===== src/rtl/atm_cash_dispenser_if.sv =====
`timescale 1ns/1ps
// Withdraw-path handshake between the ATM transaction controller (master)
// and the cash dispenser (slave).
interface atm_cash_dispenser_if;
  logic        req_valid;
  logic [10:0] req_amount;
  logic        req_ready;
  logic        resp_valid;
  logic [1:0]  resp_status;

  modport master (output req_valid, req_amount,
                  input  req_ready, resp_valid, resp_status);
  modport slave  (input  req_valid, req_amount,
                  output req_ready, resp_valid, resp_status);
endinterface


===== src/rtl/atm_cash_dispenser.sv =====
`timescale 1ns/1ps
// Cash-dispenser controller: accepts an approved amount, plans a greedy
// 100/50/20/10 breakdown against four cassettes, ejects one note per slot
// and returns a status response.
// Optional feature macro: DISPENSER_RETRACT_EN (present cash, retract on timeout).
module atm_cash_dispenser #(
  parameter int unsigned NOTE_CYCLES  = 4,
  parameter int unsigned INIT_N100    = 10,
  parameter int unsigned INIT_N50     = 10,
  parameter int unsigned INIT_N20     = 10,
  parameter int unsigned INIT_N10     = 10,
  parameter int unsigned TAKE_TIMEOUT = 8
) (
  input  logic                       clk,
  input  logic                       rst,
  atm_cash_dispenser_if.slave        bus,
  output logic [3:0]                 eject,
  output logic [7:0]                 cnt_100,
  output logic [7:0]                 cnt_50,
  output logic [7:0]                 cnt_20,
  output logic [7:0]                 cnt_10,
  input  logic                       load_valid,
  input  logic [7:0]                 load_100,
  input  logic [7:0]                 load_50,
  input  logic [7:0]                 load_20,
  input  logic [7:0]                 load_10,
  input  logic                       cash_taken
);

  localparam int unsigned CYC_W = $clog2(NOTE_CYCLES);
  localparam logic [1:0]  ST_OK       = 2'b00;
  localparam logic [1:0]  ST_BAD      = 2'b01;
  localparam logic [1:0]  ST_NO_NOTES = 2'b10;

`ifdef DISPENSER_RETRACT_EN
  localparam int unsigned TMR_W        = 16;
  localparam logic [1:0]  ST_RETRACTED = 2'b11;
  typedef enum logic [2:0] {IDLE, PLAN, CHECK, EJECT, PRESENT, RESP} state_t;
  logic [TMR_W-1:0] tmr_q, tmr_d;
`else
  localparam int unsigned unused_take_timeout = TAKE_TIMEOUT;
  typedef enum logic [2:0] {IDLE, PLAN, CHECK, EJECT, RESP} state_t;
  logic unused_cash_taken;
  assign unused_cash_taken = cash_taken;
`endif

  // Denomination value for plan/cassette index (0=100, 1=50, 2=20, 3=10).
  function automatic logic [10:0] denom(input logic [1:0] idx);
    case (idx)
      2'd0:    denom = 11'd100;
      2'd1:    denom = 11'd50;
      2'd2:    denom = 11'd20;
      default: denom = 11'd10;
    endcase
  endfunction

  state_t           state_q, state_d;
  logic [10:0]      rem_q, rem_d;
  logic [1:0]       pidx_q, pidx_d;
  logic [CYC_W-1:0] cyc_q, cyc_d;
  logic [3:0][7:0]  plan_q, plan_d;
  logic [3:0][7:0]  cnt_q, cnt_d;
  logic [3:0]       eject_q, eject_d;
  logic             ready_q, rvalid_q;
  logic [1:0]       status_q, status_d;

  logic [10:0]      dval, quot;
  logic [7:0]       take;
  logic [1:0]       sel;
  logic             has_note, issue;

  // Highest-value denomination still owed by the plan.
  always_comb begin
    sel      = 2'd0;
    has_note = 1'b0;
    for (int i = 3; i >= 0; i--) begin
      if (plan_q[i] != 8'd0) begin
        sel      = 2'(i);
        has_note = 1'b1;
      end
    end
  end

  // Next-state and registered-output logic.
  always_comb begin
    state_d  = state_q;
    rem_d    = rem_q;
    pidx_d   = pidx_q;
    cyc_d    = cyc_q;
    plan_d   = plan_q;
    cnt_d    = cnt_q;
    eject_d  = 4'b0000;
    status_d = status_q;
    dval     = denom(pidx_q);
    quot     = 11'd0;
    take     = 8'd0;
    issue    = 1'b0;
`ifdef DISPENSER_RETRACT_EN
    tmr_d    = tmr_q;
`endif

    case (state_q)
      IDLE: begin
        if (load_valid) cnt_d = {load_10, load_20, load_50, load_100};
        if (ready_q && bus.req_valid) begin
          if (bus.req_amount == 11'd0 || (bus.req_amount % 11'd10) != 11'd0) begin
            state_d  = RESP;
            status_d = ST_BAD;
          end else begin
            rem_d   = bus.req_amount;
            pidx_d  = 2'd0;
            plan_d  = '0;
            state_d = PLAN;
          end
        end
      end
      PLAN: begin
        quot = rem_q / dval;
        if (quot > {3'b000, cnt_q[pidx_q]}) take = cnt_q[pidx_q];
        else                                take = quot[7:0];
        plan_d[pidx_q] = take;
        rem_d          = rem_q - 11'(take) * dval;
        pidx_d         = pidx_q + 2'd1;
        if (pidx_q == 2'd3) state_d = CHECK;
      end
      CHECK: begin
        if (rem_q != 11'd0) begin
          state_d  = RESP;
          status_d = ST_NO_NOTES;
          plan_d   = '0;
        end else begin
          issue = 1'b1;
        end
      end
      EJECT: begin
        if (cyc_q == CYC_W'(NOTE_CYCLES - 1)) begin
          if (has_note) begin
            issue = 1'b1;
          end else begin
`ifdef DISPENSER_RETRACT_EN
            state_d = PRESENT;
            tmr_d   = '0;
`else
            state_d  = RESP;
            status_d = ST_OK;
`endif
          end
        end else begin
          cyc_d = cyc_q + CYC_W'(1);
        end
      end
`ifdef DISPENSER_RETRACT_EN
      PRESENT: begin
        if (cash_taken) begin
          state_d  = RESP;
          status_d = ST_OK;
        end else if (tmr_q == TMR_W'(TAKE_TIMEOUT - 1)) begin
          state_d  = RESP;
          status_d = ST_RETRACTED;
        end else begin
          tmr_d = tmr_q + TMR_W'(1);
        end
      end
`endif
      RESP:    state_d = IDLE;
      default: state_d = IDLE;
    endcase

    // Start a note slot: pulse eject and take the note from cassette and plan.
    if (issue) begin
      state_d      = EJECT;
      cyc_d        = '0;
      eject_d      = 4'b1000 >> sel;
      cnt_d[sel]   = cnt_q[sel] - 8'd1;
      plan_d[sel]  = plan_q[sel] - 8'd1;
    end
  end

  // State and output registers.
  always_ff @(posedge clk or posedge rst) begin
    if (rst) begin
      state_q  <= IDLE;
      rem_q    <= '0;
      pidx_q   <= '0;
      cyc_q    <= '0;
      plan_q   <= '0;
      cnt_q    <= {8'(INIT_N10), 8'(INIT_N20), 8'(INIT_N50), 8'(INIT_N100)};
      eject_q  <= '0;
      ready_q  <= 1'b0;
      rvalid_q <= 1'b0;
      status_q <= ST_OK;
`ifdef DISPENSER_RETRACT_EN
      tmr_q    <= '0;
`endif
    end else begin
      state_q  <= state_d;
      rem_q    <= rem_d;
      pidx_q   <= pidx_d;
      cyc_q    <= cyc_d;
      plan_q   <= plan_d;
      cnt_q    <= cnt_d;
      eject_q  <= eject_d;
      ready_q  <= (state_d == IDLE);
      rvalid_q <= (state_d == RESP);
      status_q <= status_d;
`ifdef DISPENSER_RETRACT_EN
      tmr_q    <= tmr_d;
`endif
    end
  end

  assign bus.req_ready   = ready_q;
  assign bus.resp_valid  = rvalid_q;
  assign bus.resp_status = status_q;
  assign eject           = eject_q;
  assign cnt_100         = cnt_q[0];
  assign cnt_50          = cnt_q[1];
  assign cnt_20          = cnt_q[2];
  assign cnt_10          = cnt_q[3];

endmodule

===== src/flat_wrapper.sv =====
// flat-port wrapper written by rule: the top's interface ports become plain ports
module atm_cash_dispenser_flat 
#(
  parameter int unsigned NOTE_CYCLES  = 4,
  parameter int unsigned INIT_N100    = 10,
  parameter int unsigned INIT_N50     = 10,
  parameter int unsigned INIT_N20     = 10,
  parameter int unsigned INIT_N10     = 10,
  parameter int unsigned TAKE_TIMEOUT = 8
)
  (clk, rst, eject, cnt_100, cnt_50, cnt_20, cnt_10, load_valid, load_100, load_50, load_20, load_10, cash_taken, bus_req_valid, bus_req_amount, bus_req_ready, bus_resp_valid, bus_resp_status);
  atm_cash_dispenser_if bus_i ();
  input  logic clk;
  input  logic rst;
  output logic [3:0] eject;
  output logic [7:0] cnt_100;
  output logic [7:0] cnt_50;
  output logic [7:0] cnt_20;
  output logic [7:0] cnt_10;
  input  logic load_valid;
  input  logic [7:0] load_100;
  input  logic [7:0] load_50;
  input  logic [7:0] load_20;
  input  logic [7:0] load_10;
  input  logic cash_taken;
  input wire logic [$bits(bus_i.req_valid)-1:0] bus_req_valid;
  input wire logic [$bits(bus_i.req_amount)-1:0] bus_req_amount;
  output wire logic [$bits(bus_i.req_ready)-1:0] bus_req_ready;
  output wire logic [$bits(bus_i.resp_valid)-1:0] bus_resp_valid;
  output wire logic [$bits(bus_i.resp_status)-1:0] bus_resp_status;
  assign bus_i.req_valid = bus_req_valid;
  assign bus_i.req_amount = bus_req_amount;
  assign bus_req_ready = bus_i.req_ready;
  assign bus_resp_valid = bus_i.resp_valid;
  assign bus_resp_status = bus_i.resp_status;
  atm_cash_dispenser #(.NOTE_CYCLES(NOTE_CYCLES), .INIT_N100(INIT_N100), .INIT_N50(INIT_N50), .INIT_N20(INIT_N20), .INIT_N10(INIT_N10), .TAKE_TIMEOUT(TAKE_TIMEOUT)) u_core (.clk(clk), .rst(rst), .bus(bus_i), .eject(eject), .cnt_100(cnt_100), .cnt_50(cnt_50), .cnt_20(cnt_20), .cnt_10(cnt_10), .load_valid(load_valid), .load_100(load_100), .load_50(load_50), .load_20(load_20), .load_10(load_10), .cash_taken(cash_taken));
endmodule

===== config.mk =====
export PLATFORM = sky130hd
export DESIGN_NAME = atm_cash_dispenser_flat
export DESIGN_NICKNAME = d
export VERILOG_FILES = /design/src/rtl/atm_cash_dispenser_if.sv /design/src/rtl/atm_cash_dispenser.sv /design/src/flat_wrapper.sv
export SDC_FILE = /design/constraint.sdc
export NUM_CORES = 1
export LEC_CHECK = 0
export CORE_MARGIN = 5
export CORE_UTILIZATION = 60
export CTS_CLUSTER_SIZE = 8
export DETAILED_ROUTE_END_ITERATION = 10
export PLACE_DENSITY = 0.87
export SYNTH_ARGS = -nofsm -noshare
export SYNTH_HDL_FRONTEND = slang
export SYNTH_SLANG_ARGS = --single-unit

===== constraint.sdc =====
create_clock -name clk -period 28.6 [get_ports clk]
set_input_delay 8.58 -clock clk [delete_from_list [all_inputs] [get_ports clk]]
set_output_delay 8.58 -clock clk [all_outputs]
set_load 0.005 [all_outputs]

==> results of run 1 <==
-- per-stage QoR --
stage / hold slack, ns / setup WS (ns) / cells / cell area (um^2) / utilization [%]
CTS: 0.4909 / 4.099 / 1419 / 11050 / 69.34
finish: 0.4839 / 3.600 / 1419 / 11050 / 69.34
detailed placement: 0.4690 / 4.241 / 1403 / 10770 / 67.52
floorplan: 0.4634 / 6.864 / 1149 / 9807 / -
global route: 0.5010 / 2.116 / 1419 / 11050 / 69.34
global placement: 0.4724 / 4.948 / 1403 / 10770 / 67.52
-- metal layers --
metal	vias up	part of all wire, %	global-route usage [%]	wire [um]
met5	-	0	0	0
met4	0	3.2	11.09	887
met3	99	8.1	5.113	2264
met2	505	48	47.83	13440
met1	4501	41	40.26	11410
li1	4263	-	-	-
-- worst min-delay path: cells and delay by family (launching register included) --
family	cells	cell delay, ns
AND/OR/NAND/NOR	2	0.11
flip-flops	1	0.34
-- how the worst min path moves through the flow --
stage,startpoint,end,slack (ns),cells after the start
after floorplan,u_core.plan_q[15]$_DFF_PP0_,u_core.plan_q[15]$_DFF_PP0_,0.46,1
after global placement,u_core.bus.resp_status[0]$_DFFE_PP0P_,u_core.bus.resp_status[0]$_DFFE_PP0P_,0.47,2
after detailed placement,u_core.bus.resp_status[0]$_DFFE_PP0P_,u_core.bus.resp_status[0]$_DFFE_PP0P_,0.47,2
after CTS,u_core.bus.resp_status[0]$_DFFE_PP0P_,u_core.bus.resp_status[0]$_DFFE_PP0P_,0.49,2
after global routing,u_core.bus.resp_status[0]$_DFFE_PP0P_,u_core.bus.resp_status[0]$_DFFE_PP0P_,0.50,2
final,u_core.bus.resp_status[0]$_DFFE_PP0P_,u_core.bus.resp_status[0]$_DFFE_PP0P_,0.48,2
-- synthesized netlist by cell type, types with 7 or more instances --
| cell | n |
|---|---|
| mux2i_1 | 27 |
| and2_1 | 19 |
| clkbuf_1 | 43 |
| xor2_1 | 11 |
| ha_1 | 90 |
| o21ai_0 | 51 |
| nor2b_1 | 44 |
| dfrtp_1 | 82 |
| nor2_1 | 101 |
| xnor2_1 | 34 |
| o22ai_1 | 18 |
| nand3_1 | 18 |
| a211oi_1 | 31 |
| fa_1 | 26 |
| a21oi_1 | 62 |
| nor3_1 | 27 |
| nand2_1 | 79 |
| or3_1 | 8 |
| and3_1 | 12 |
| nand3b_1 | 7 |
| mux4_2 | 8 |
| a21o_1 | 10 |
| inv_1 | 88 |
| or2_2 | 11 |
| a221o_1 | 24 |
| dfstp_2 | 8 |
| nor4_1 | 13 |
| nand2b_1 | 22 |
| o211ai_1 | 10 |
| o21a_1 | 21 |
| mux2_2 | 13 |
-- flip-flops by register name, indices dropped and copies added, names as in the netlist --
signal and count:
u_core.eject 4, u_core.bus.resp_valid 1, u_core.cnt_50 8, u_core.bus.resp_status 2, u_core.pidx_q 2, u_core.bus.req_ready 1, u_core.state_q 3, u_core.plan_q 32
u_core.cnt_20 8, u_core.cnt_100 8, u_core.rem_q 11, u_core.cnt_10 8, u_core.cyc_q 2
-- cell families after synthesis --
| kind of cell | after synthesis |
|---|---|
| buffers and inverters | 146 |
| flip-flops | 90 |
| AO/OA/AOI/OAI | 301 |
| XOR/XNOR | 46 |
| adder cells (fa/ha/maj) | 116 |
| multiplexers | 51 |
| AND/OR/NAND/NOR | 399 |
-- final cells by class --
cell class,count,area [um^2],area share [%]
multi-input cells,913,6970,63.06
flip-flops and latches,90,2262,20.46
repair buffers,94,920.9,8.330
inverters,90,341.6,3.090
well taps,216,270.3,2.445
clock buffers,12,236.5,2.139
clock inverters,4,52.55,0.4754
-- layout by cell type (no fill, tap or decap), types with 7 or more instances in the layout --
| cell type | n |
|---|---|
| o211ai_1 | 10 |
| clkbuf_16 | 9 |
| fa_1 | 26 |
| a221o_1 | 24 |
| and2_1 | 19 |
| dfstp_2 | 8 |
| mux2_2 | 13 |
| nor3_1 | 27 |
| mux2i_1 | 27 |
| nand3b_1 | 7 |
| xnor2_1 | 34 |
| nand2b_1 | 22 |
| a21oi_1 | 62 |
| a21o_1 | 10 |
| o21ai_0 | 51 |
| nor2_1 | 101 |
| buf_4 | 8 |
| nor2b_1 | 44 |
| nand2_1 | 79 |
| clkdlybuf4s50_1 | 86 |
| a211oi_1 | 31 |
| o21a_1 | 21 |
| dfrtp_1 | 82 |
| nor4_1 | 13 |
| mux4_2 | 8 |
| and3_1 | 12 |
| inv_1 | 87 |
| or2_2 | 11 |
| ha_1 | 90 |
| o22ai_1 | 18 |
| xor2_1 | 11 |
| nand3_1 | 18 |
| or3_1 | 8 |
==> run_results.csv, run 1 <==
group,metric,value,unit
timing,skew,0.009171,ns
synth,ys_seq_elements,90,
clock_network,path_clk_slew,0.06,ns
synth,yosys.area_share.simple,21.22,%
clock_network,clock-sinks,90,
place,gp_congestion,0.9262,
min_path,hold_path_class,"flip-flop to flip-flop",
timing,setup_viol,0,
place,hpwl,20700,um
worst_setup_path,timing.rr.start,"u_core.pidx_q[0]$_DFFE_PP0P_",
synth,synthMuxAreaShare,6.532,%
synth,synth_top_family_by_area,"compound AO/OA/AOI/OAI gates",
worst_setup_path,crit_start,"u_core.pidx_q[0]$_DFFE_PP0P_",
synth,netlist.area_leader.share,20.92,%
grt,grt_usage,29.72,%
synth,syn_area,9807,um^2
clock_network,postCtsSetupBuffers,0,
worst_setup_path,crit_type,"flip-flop to flip-flop",
timing,tns,0,ns
worst_setup_path,cp.required,28.81,ns
worst_setup_path,crit_path_end_kind,"flip-flop",
worst_setup_path,cp.depth,97,
synth,syn-num-nets,1313,
timing,slew_headroom,32.73,%
clock_network,cts_resized,0,
timing,slew_violations,0,
outcome,status,"finished, final reports clean",
clock_network,root_buffer,"clkbuf_16",
timing,period_minus_slack,25.00,ns
die,initial_core_util,61.51,%
worst_setup_path,start_kind,"flip-flop",
synth,synth_compound_area_share,22.21,%
worst_setup_path,slowest_stage,"dfrtp_1",
grt,grt_pass1_vias,8943,
grt,grt_pass1_wl,44750,um
die,core,15940,um^2
worst_setup_path,crit_family,"compound AO/OA/AOI/OAI gates",
grt,antenna_found_initial,0,
worst_setup_path,max_stage_delay,0.89,ns
synth,synth_cells,1149,
clock_network,postCtsHoldBufs,0,
clock_network,cts_buffer_depth,2,
worst_setup_path,crit_top_cell,"ha_1",
die,num_rows,46,
timing,fmax,40.00,MHz
worst_setup_path,rr_endpoint,"u_core.rem_q[10]$_DFFE_PP0P_",
synth,yosysWarnings,0,
worst_setup_path,cp.arrival,25.21,ns
worst_setup_path,crit_path_end,"u_core.rem_q[10]$_DFFE_PP0P_",
final_layout,diodes,0,
final_layout,drive_above_1_share,7.066,%
route,routed_wl,28000,um
synth,synth-xor-area-share,4.261,%
timing,tightest_slew,1.009,ns
die,chipWidth,137.8,um
die,fp.dieH,137.8,um
synth,synthArstFlopShare,100.0,%
worst_setup_path,regToRegSetupSlack,3.60,ns
worst_setup_path,cp_num_buf_inv,12,
synth,avgSynthCellArea,8.535,um^2
synth,yosysTopAreaCell,"dfrtp_1",
timing,min_period_over_period,87.41,%
route,drc,0,
run,max_cap_violations,0,
final_layout,nNetsFinal,1362,
grt,grt_max_degree,57,
worst_setup_path,worstPathMaxFanout,17,
route,drt_iter0_drc,1002,
clock_network,clkLatencyLatePin,0.35,ns
clock_network,cts_tree,"yes",
synth,synth.area.top_cells,"dfrtp_1 (21%), ha_1 (11%), fa_1 (5.3%), nor2_1 (3.9%), inv_1 (3.4%)",
worst_setup_path,r2r_cells,97,
clock_network,htree_levels,3,
grt,gr-total-overflow,0,
route,wire_per_inst,19.73,um
route,viasPerCell,6.602,
synth,ys_types,88,
timing,rsz0062_at_grt,"false",
die,die_area,19000,um^2
synth,synth-edff-count,0,
synth,yosysSeqAreaShare,23.07,%
place,portBuffers,86,
route,drtAntennaViolNets,0,
die,io_pins,88,
route,vias,9368,
synth,synthAdderAreaFrac,16.79,%
synth,synthFlopType,"dfrtp_1",
route,drtPass1Iterations,8,
final_layout,fillerInstances,1246,
clock_network,cts_buffers,9,
final_layout,syn_to_final_growth,12.72,%
timing,hold_viol,0,
Power of run 1 is not shown: default switching activity piles up to over one toggle a cycle in this logic, so the estimate is an artifact.
==> inputs of run 2 (changes only) <==
CORE_UTILIZATION = 54   (was 60)
PLACE_DENSITY = 0.82   (was 0.87)
clock period = 20.4 ns   (was 28.6 ns; I/O delays follow)
==> run 2 against run 1 <==
Cell count increased by 5.7%. Utilization decreased by 2.1 points. Hold slack better by 0.035 ns. Global-route usage shrank 2.8 points. Clock skew is 0.0054 ns higher. Critical endpoint unchanged.
==> run_results.csv, run 2 (synthesis gave the netlist of run 1 again) <==
group,metric,value,unit
outcome,status,"finished, final reports clean",
worst_setup_path,slowest_stage,"or4_4",
worst_setup_path,crit_path_end_kind,"flip-flop",
grt,gr-total-overflow,0,
grt,grt_max_degree,86,
worst_setup_path,worstPathMaxFanout,8,
final_layout,multi_input_area,7396,um^2
grt,grt_usage,26.95,%
timing,min_period_over_period,97.17,%
timing,hold_viol,0,
clock_network,clock-sinks,90,
run,max_cap_violations,0,
timing,slew_violations,0,
die,io_pins,88,
route,routed_wl,29840,um
route,viasPerCell,6.355,
final_layout,fillerInstances,1330,
timing,setup_viol,0,
min_path,hold_path_class,"flip-flop to flip-flop",
worst_setup_path,cp.required,20.61,ns
clock_network,path_clk_slew,0.07,ns
route,wire_per_inst,19.89,um
timing,finalWorstSetupSlack,0.5769,ns
die,initial_core_util,54.78,%
die,num_rows,49,
final_layout,drive_above_1_share,16.84,%
route,drtPass1Iterations,8,
worst_setup_path,crit_type,"flip-flop to flip-flop",
final_layout,syn_to_final_growth,22.77,%
worst_setup_path,max_stage_delay,0.67,ns
die,fp.dieH,144.8,um
route,vias,9532,
clock_network,htree_levels,3,
final_layout,final_cell_mix,"nor2_1 (96), clkdlybuf4s50_1 (86), inv_1 (84)",
worst_setup_path,crit_top_cell,"o21a_1",
route,drt_iter0_drc,923,
clock_network,cts_buffers,9,
timing,skew,0.01452,ns
grt,grt_pass1_wl,45300,um
die,die_area,20960,um^2
route,drc,0,
timing,worst_hold_slack,0.5189,ns
worst_setup_path,cp.arrival,20.04,ns
final_layout,diodes,0,
timing,tightest_slew,1.106,ns
final_layout,regMostFlops,"u_core.plan_q",
final_layout,mostFrequentLayoutCell,"nor2_1",
timing,slew_headroom,26.29,%
worst_setup_path,start_kind,"flip-flop",
clock_network,clkLatencyLatePin,0.37,ns
clock_network,postCtsHoldBufs,0,
clock_network,cts_tree,"yes",
grt,antenna_found_initial,0,
grt,grt_pass1_vias,9155,
clock_network,root_buffer,"clkbuf_16",
die,chipWidth,144.8,um
final_layout,nNetsFinal,1430,
timing,fmax,50.45,MHz
final_layout,seqCellArea,2265,um^2
route,drtAntennaViolNets,0,
place,hpwl,20970,um
timing,period_minus_slack,19.82,ns
final_layout,reg.largest.list,"u_core.plan_q x32, u_core.rem_q x11",
final_layout,largest_reg_flops,32,
place,dp_slack,-0.5627,ns
die,core,17900,um^2
place,gp_congestion,0.9727,
place,portBuffers,86,
clock_network,cts_buffer_depth,2,
==> run 2: cell types whose count changed in the layout (fill, tap and decap cells not counted), moves of 3 or more <==
cell / previous run / this run
a21oi_1: 62 / 51
o21ai_0: 51 / 45
o21ai_2: 0 / 3
inv_1: 87 / 84
nor2_1: 101 / 96
mux2i_1: 27 / 23
mux2_2: 13 / 9
a21oi_2: 4 / 13
buf_6: 0 / 5
mux2_4: 2 / 6
ha_1: 90 / 78
buf_4: 8 / 70
nor2_4: 0 / 3
ha_4: 0 / 10
==> run 2: layer usage <==
layer	up-vias	GRT usage, %	wire [um]
li1	4398	-	-
met1	4612	35.14	12110
met2	429	45.02	14770
met3	93	4.995	2093
met4	0	9.475	868
met5	-	0	0
==> run 2: cell type report <==
cell class                 count  share of cell area (%)
clock inverter                 6                  0.6027
sequential                    90                   18.81
tap                          229                   2.380
timing repair buffer         161                   11.98
multi-input combinational    914                   61.43
clock buffer                  10                   1.902
inverter                      90                   2.899
==> run 2: path summary, 6_finish.rpt <==
| kind | depth (start not counted) | from | to | slack, ns |
|---|---|---|---|---|
| max | 94 | u_core.pidx_q[0]$_DFFE_PP0P_ | u_core.rem_q[10]$_DFFE_PP0P_ | 0.58 |
| min | 2 | u_core.bus.resp_status[0]$_DFFE_PP0P_ | u_core.bus.resp_status[0]$_DFFE_PP0P_ | 0.52 |
| max reg2reg | 94 | u_core.pidx_q[0]$_DFFE_PP0P_ | u_core.rem_q[10]$_DFFE_PP0P_ | 0.58 |
| min reg2reg | 2 | u_core.bus.resp_status[0]$_DFFE_PP0P_ | u_core.bus.resp_status[0]$_DFFE_PP0P_ | 0.52 |
| max in group asynchronous | 3 | rst | u_core.pidx_q[1]$_DFFE_PP0P_ | 13.11 |
| min in group asynchronous | 2 | rst | u_core.cnt_20[5]$_DFF_PP0_ | 5.94 |
==> run 2: worst max-delay path, delay by kind of cell (launching register included) <==
family                   cells  cell delay (ns)
adder cells (fa/ha/maj)     16             4.89
buffers and inverters       10             0.92
AND/OR/NAND/NOR             24             4.73
AO/OA/AOI/OAI               35             6.61
flip-flops                   1             0.45
multiplexers                 6             1.63
XOR/XNOR                     3             0.45
==> run 2: timing repair <==
item                       CTS  global route
pin swaps                    4            39
setup buffers                6            38
resized for setup           12            75
setup endpoints to repair    3             6
cloned                       1             0
==> run 2: per-stage QoR <==
| step | util, % | cell area (um^2) | setup TNS (ns) | std cells |
|---|---|---|---|---|
| 3_5_place_dp | 61.47 | 11000 | -0.6236 | 1439 |
| 5_1_grt | 67.26 | 12040 | -0.2843 | 1500 |
| 4_1_cts | 63.78 | 11420 | 0 | 1462 |
| 6_report | 67.26 | 12040 | 0 | 1500 |
| 2_1_floorplan | - | 9869 | 0 | 1149 |
| 3_3_place_gp | 61.47 | 11000 | -0.2806 | 1439 |
Power of run 2 is left out for the same reason.
==> inputs of run 3 (changes only) <==
ABC_CLOCK_PERIOD_IN_PS = 20400   (was not set)
PLACE_DENSITY = 0.78   (was 0.82)
==> run 3 against run 2 <==
Hold slack worse by 0.028 ns. Count of clock-buffer cells in the layout stayed put. Flip-flop and latch count stayed put. Worst setup slack better by 0.0066 ns. Clock skew is 0.0063 ns lower. Critical path depth is 2 lower. Die area stayed put. Non-clock buffer count is 8 lower. Sequential share of layout area is 0.13 points higher. First-iteration DRC count is 1.8% higher. Global-route usage is 0.26 points lower. Register-to-register slack hardly changed. Critical endpoint unchanged. Largest cell class unchanged. Highest routed layer unchanged.
==> run_results.csv, run 3 (synthesis gave the netlist of run 1 again) <==
group,metric,value,unit
timing,worst_hold_slack,0.4912,ns
final_layout,syn_to_final_growth,21.87,%
die,chipWidth,144.8,um
die,io_pins,88,
final_layout,fillerInstances,1435,
grt,gr-usage-met3,3.812,%
final_layout,nNetsFinal,1423,
place,gp_congestion,0.9747,
worst_setup_path,cp.required,20.61,ns
timing,slew_headroom,29.82,%
final_layout,drive_above_1_share,15.90,%
route,drtPass1Iterations,6,
die,initial_core_util,54.78,%
clock_network,clkLatencyLatePin,0.35,ns
die,fp.dieH,144.8,um
grt,grt_util_met2,42.48,%
clock_network,path_clk_slew,0.07,ns
worst_setup_path,crit_top_cell,"o21a_1",
clock_network,cts_buffers,9,
final_layout,final_cells,1493,
route,drt_iter0_drc,940,
timing,fmax,50.46,MHz
clock_network,cts_tree,"yes",
die,core,17900,um^2
timing,skew,0.008219,ns
final_layout,diodes,0,
final_layout,final_cell_mix,"nor2_1 (96), clkdlybuf4s50_1 (86), inv_1 (84)",
timing,tightest_slew,1.053,ns
final_layout,regMostFlops,"u_core.plan_q",
route,vias,9367,
worst_setup_path,start_kind,"flip-flop",
worst_setup_path,crit_path_end_kind,"flip-flop",
die,num_rows,49,
timing,setup_viol,0,
final_layout,mostFrequentLayoutCell,"nor2_1",
grt,grt_pass1_vias,8949,
worst_setup_path,cp.arrival,20.03,ns
timing,hold_viol,0,
grt,grt_max_degree,57,
worst_setup_path,slowest_stage,"nor3_1",
grt,busiest_layer,"met2",
grt,use_met1,37.49,%
place,place_inst,1444,
worst_setup_path,rr_endpoint,"u_core.rem_q[10]$_DFFE_PP0P_",
worst_setup_path,timing.rr.start,"u_core.rem_q[5]$_DFFE_PP0P_",
final_layout,fin_util,66.76,%
grt,antenna_found_initial,0,
timing,period_minus_slack,19.82,ns
grt,gr-total-overflow,0,
grt,grt_pass1_wl,45110,um
timing,slew_violations,0,
clock_network,clock-sinks,90,
timing,min_period_over_period,97.14,%
worst_setup_path,regToRegSetupSlack,0.58,ns
worst_setup_path,worstPathMaxFanout,7,
worst_setup_path,r2r_cells,92,
worst_setup_path,max_stage_delay,0.65,ns
route,wire_per_inst,19.60,um
final_layout,reg.largest.list,"u_core.plan_q x32, u_core.rem_q x11",
min_path,hold_path_class,"flip-flop to flip-flop",
place,hpwl,21060,um
route,routed_wl,29260,um
die,die_area,20960,um^2
route,drc,0,
timing,tns,0,ns
grt,grt_usage,26.69,%
clock_network,postCtsHoldBufs,0,
worst_setup_path,crit_path_end,"u_core.rem_q[10]$_DFFE_PP0P_",
outcome,status,"finished, final reports clean",
route,drtAntennaViolNets,0,
run,max_cap_violations,0,
place,portBuffers,86,
worst_setup_path,crit_type,"flip-flop to flip-flop",
worst_setup_path,crit_start,"u_core.rem_q[5]$_DFFE_PP0P_",
clock_network,cts_buffer_depth,2,
clock_network,htree_levels,3,
clock_network,root_buffer,"clkbuf_16",
route,viasPerCell,6.274,
final_layout,largest_reg_flops,32,
==> run 3: cell types whose count changed in the layout (fill, tap and decap cells not counted), moves of 2 or more <==
cell,delta
buf_4,-5
buf_6,-4
ha_1,-3
a21oi_1,+2
a21oi_2,-2
ha_4,+2
inv_4,-2
mux2i_4,-2
o21ai_1,+2
==> run 3: per-stage QoR <==
| stage | instance area (um^2) | worst slack, ns |
|---|---|---|
| floorplan | 9869 | 0.03995 |
| global placement | 11040 | -0.4215 |
| detailed placement | 11040 | -0.7313 |
| CTS | 11430 | 0.004970 |
| global route | 11950 | -0.2557 |
| finish | 11950 | 0.5835 |
==> run 3: metal layers <==
metal / up-vias / share of wire [%]
met2: 387 / 49
li1: 4386 / -
met3: 58 / 6.6
met1: 4536 / 42
met5: - / 0
met4: 0 / 2.3
==> run 3: final cells by class <==
type	instances	area, um^2	share of cell area (%)
sequential	90	2263	18.94
multi-input combinational	915	7372	61.68
timing repair buffer	153	1375	11.51
clock inverter	6	77.57	0.6491
inverter	90	347.8	2.910
tap	229	286.5	2.397
clock buffer	10	229.0	1.916
==> run 3: worst max-delay path, delay by kind of cell, from the launching register on <==
family | cells | cell delay [ns]
mux | 4 | 1.01
compound gates | 36 | 6.77
simple gates | 25 | 5.37
fa+ha+maj | 14 | 4.57
flops | 1 | 0.45
xor+xnor | 3 | 0.45
buf+inv | 10 | 1.04
==> run 3: worst min-delay path by stage <==
stage,start,endpoint,cells past startpoint
5_1_grt,u_core.plan_q[28]$_DFF_PP0_,u_core.plan_q[28]$_DFF_PP0_,1
2_1_floorplan,u_core.plan_q[15]$_DFF_PP0_,u_core.plan_q[15]$_DFF_PP0_,1
3_3_place_gp,u_core.bus.resp_status[0]$_DFFE_PP0P_,u_core.bus.resp_status[0]$_DFFE_PP0P_,2
4_1_cts,u_core.bus.resp_status[0]$_DFFE_PP0P_,u_core.bus.resp_status[0]$_DFFE_PP0P_,2
3_5_place_dp,u_core.bus.resp_status[0]$_DFFE_PP0P_,u_core.bus.resp_status[0]$_DFFE_PP0P_,2
6_report,u_core.bus.resp_status[0]$_DFFE_PP0P_,u_core.bus.resp_status[0]$_DFFE_PP0P_,2
==> run 3: timing repair <==
action                                  CTS  global route
cloned                                    0             2
endpoints found under the setup margin    4             6
setup buffers                             6            25
gates resized for setup                   7            68
endpoints found under the hold margin     0             0
pin swaps                                 2            31
Power of run 3 is left out for the same reason.
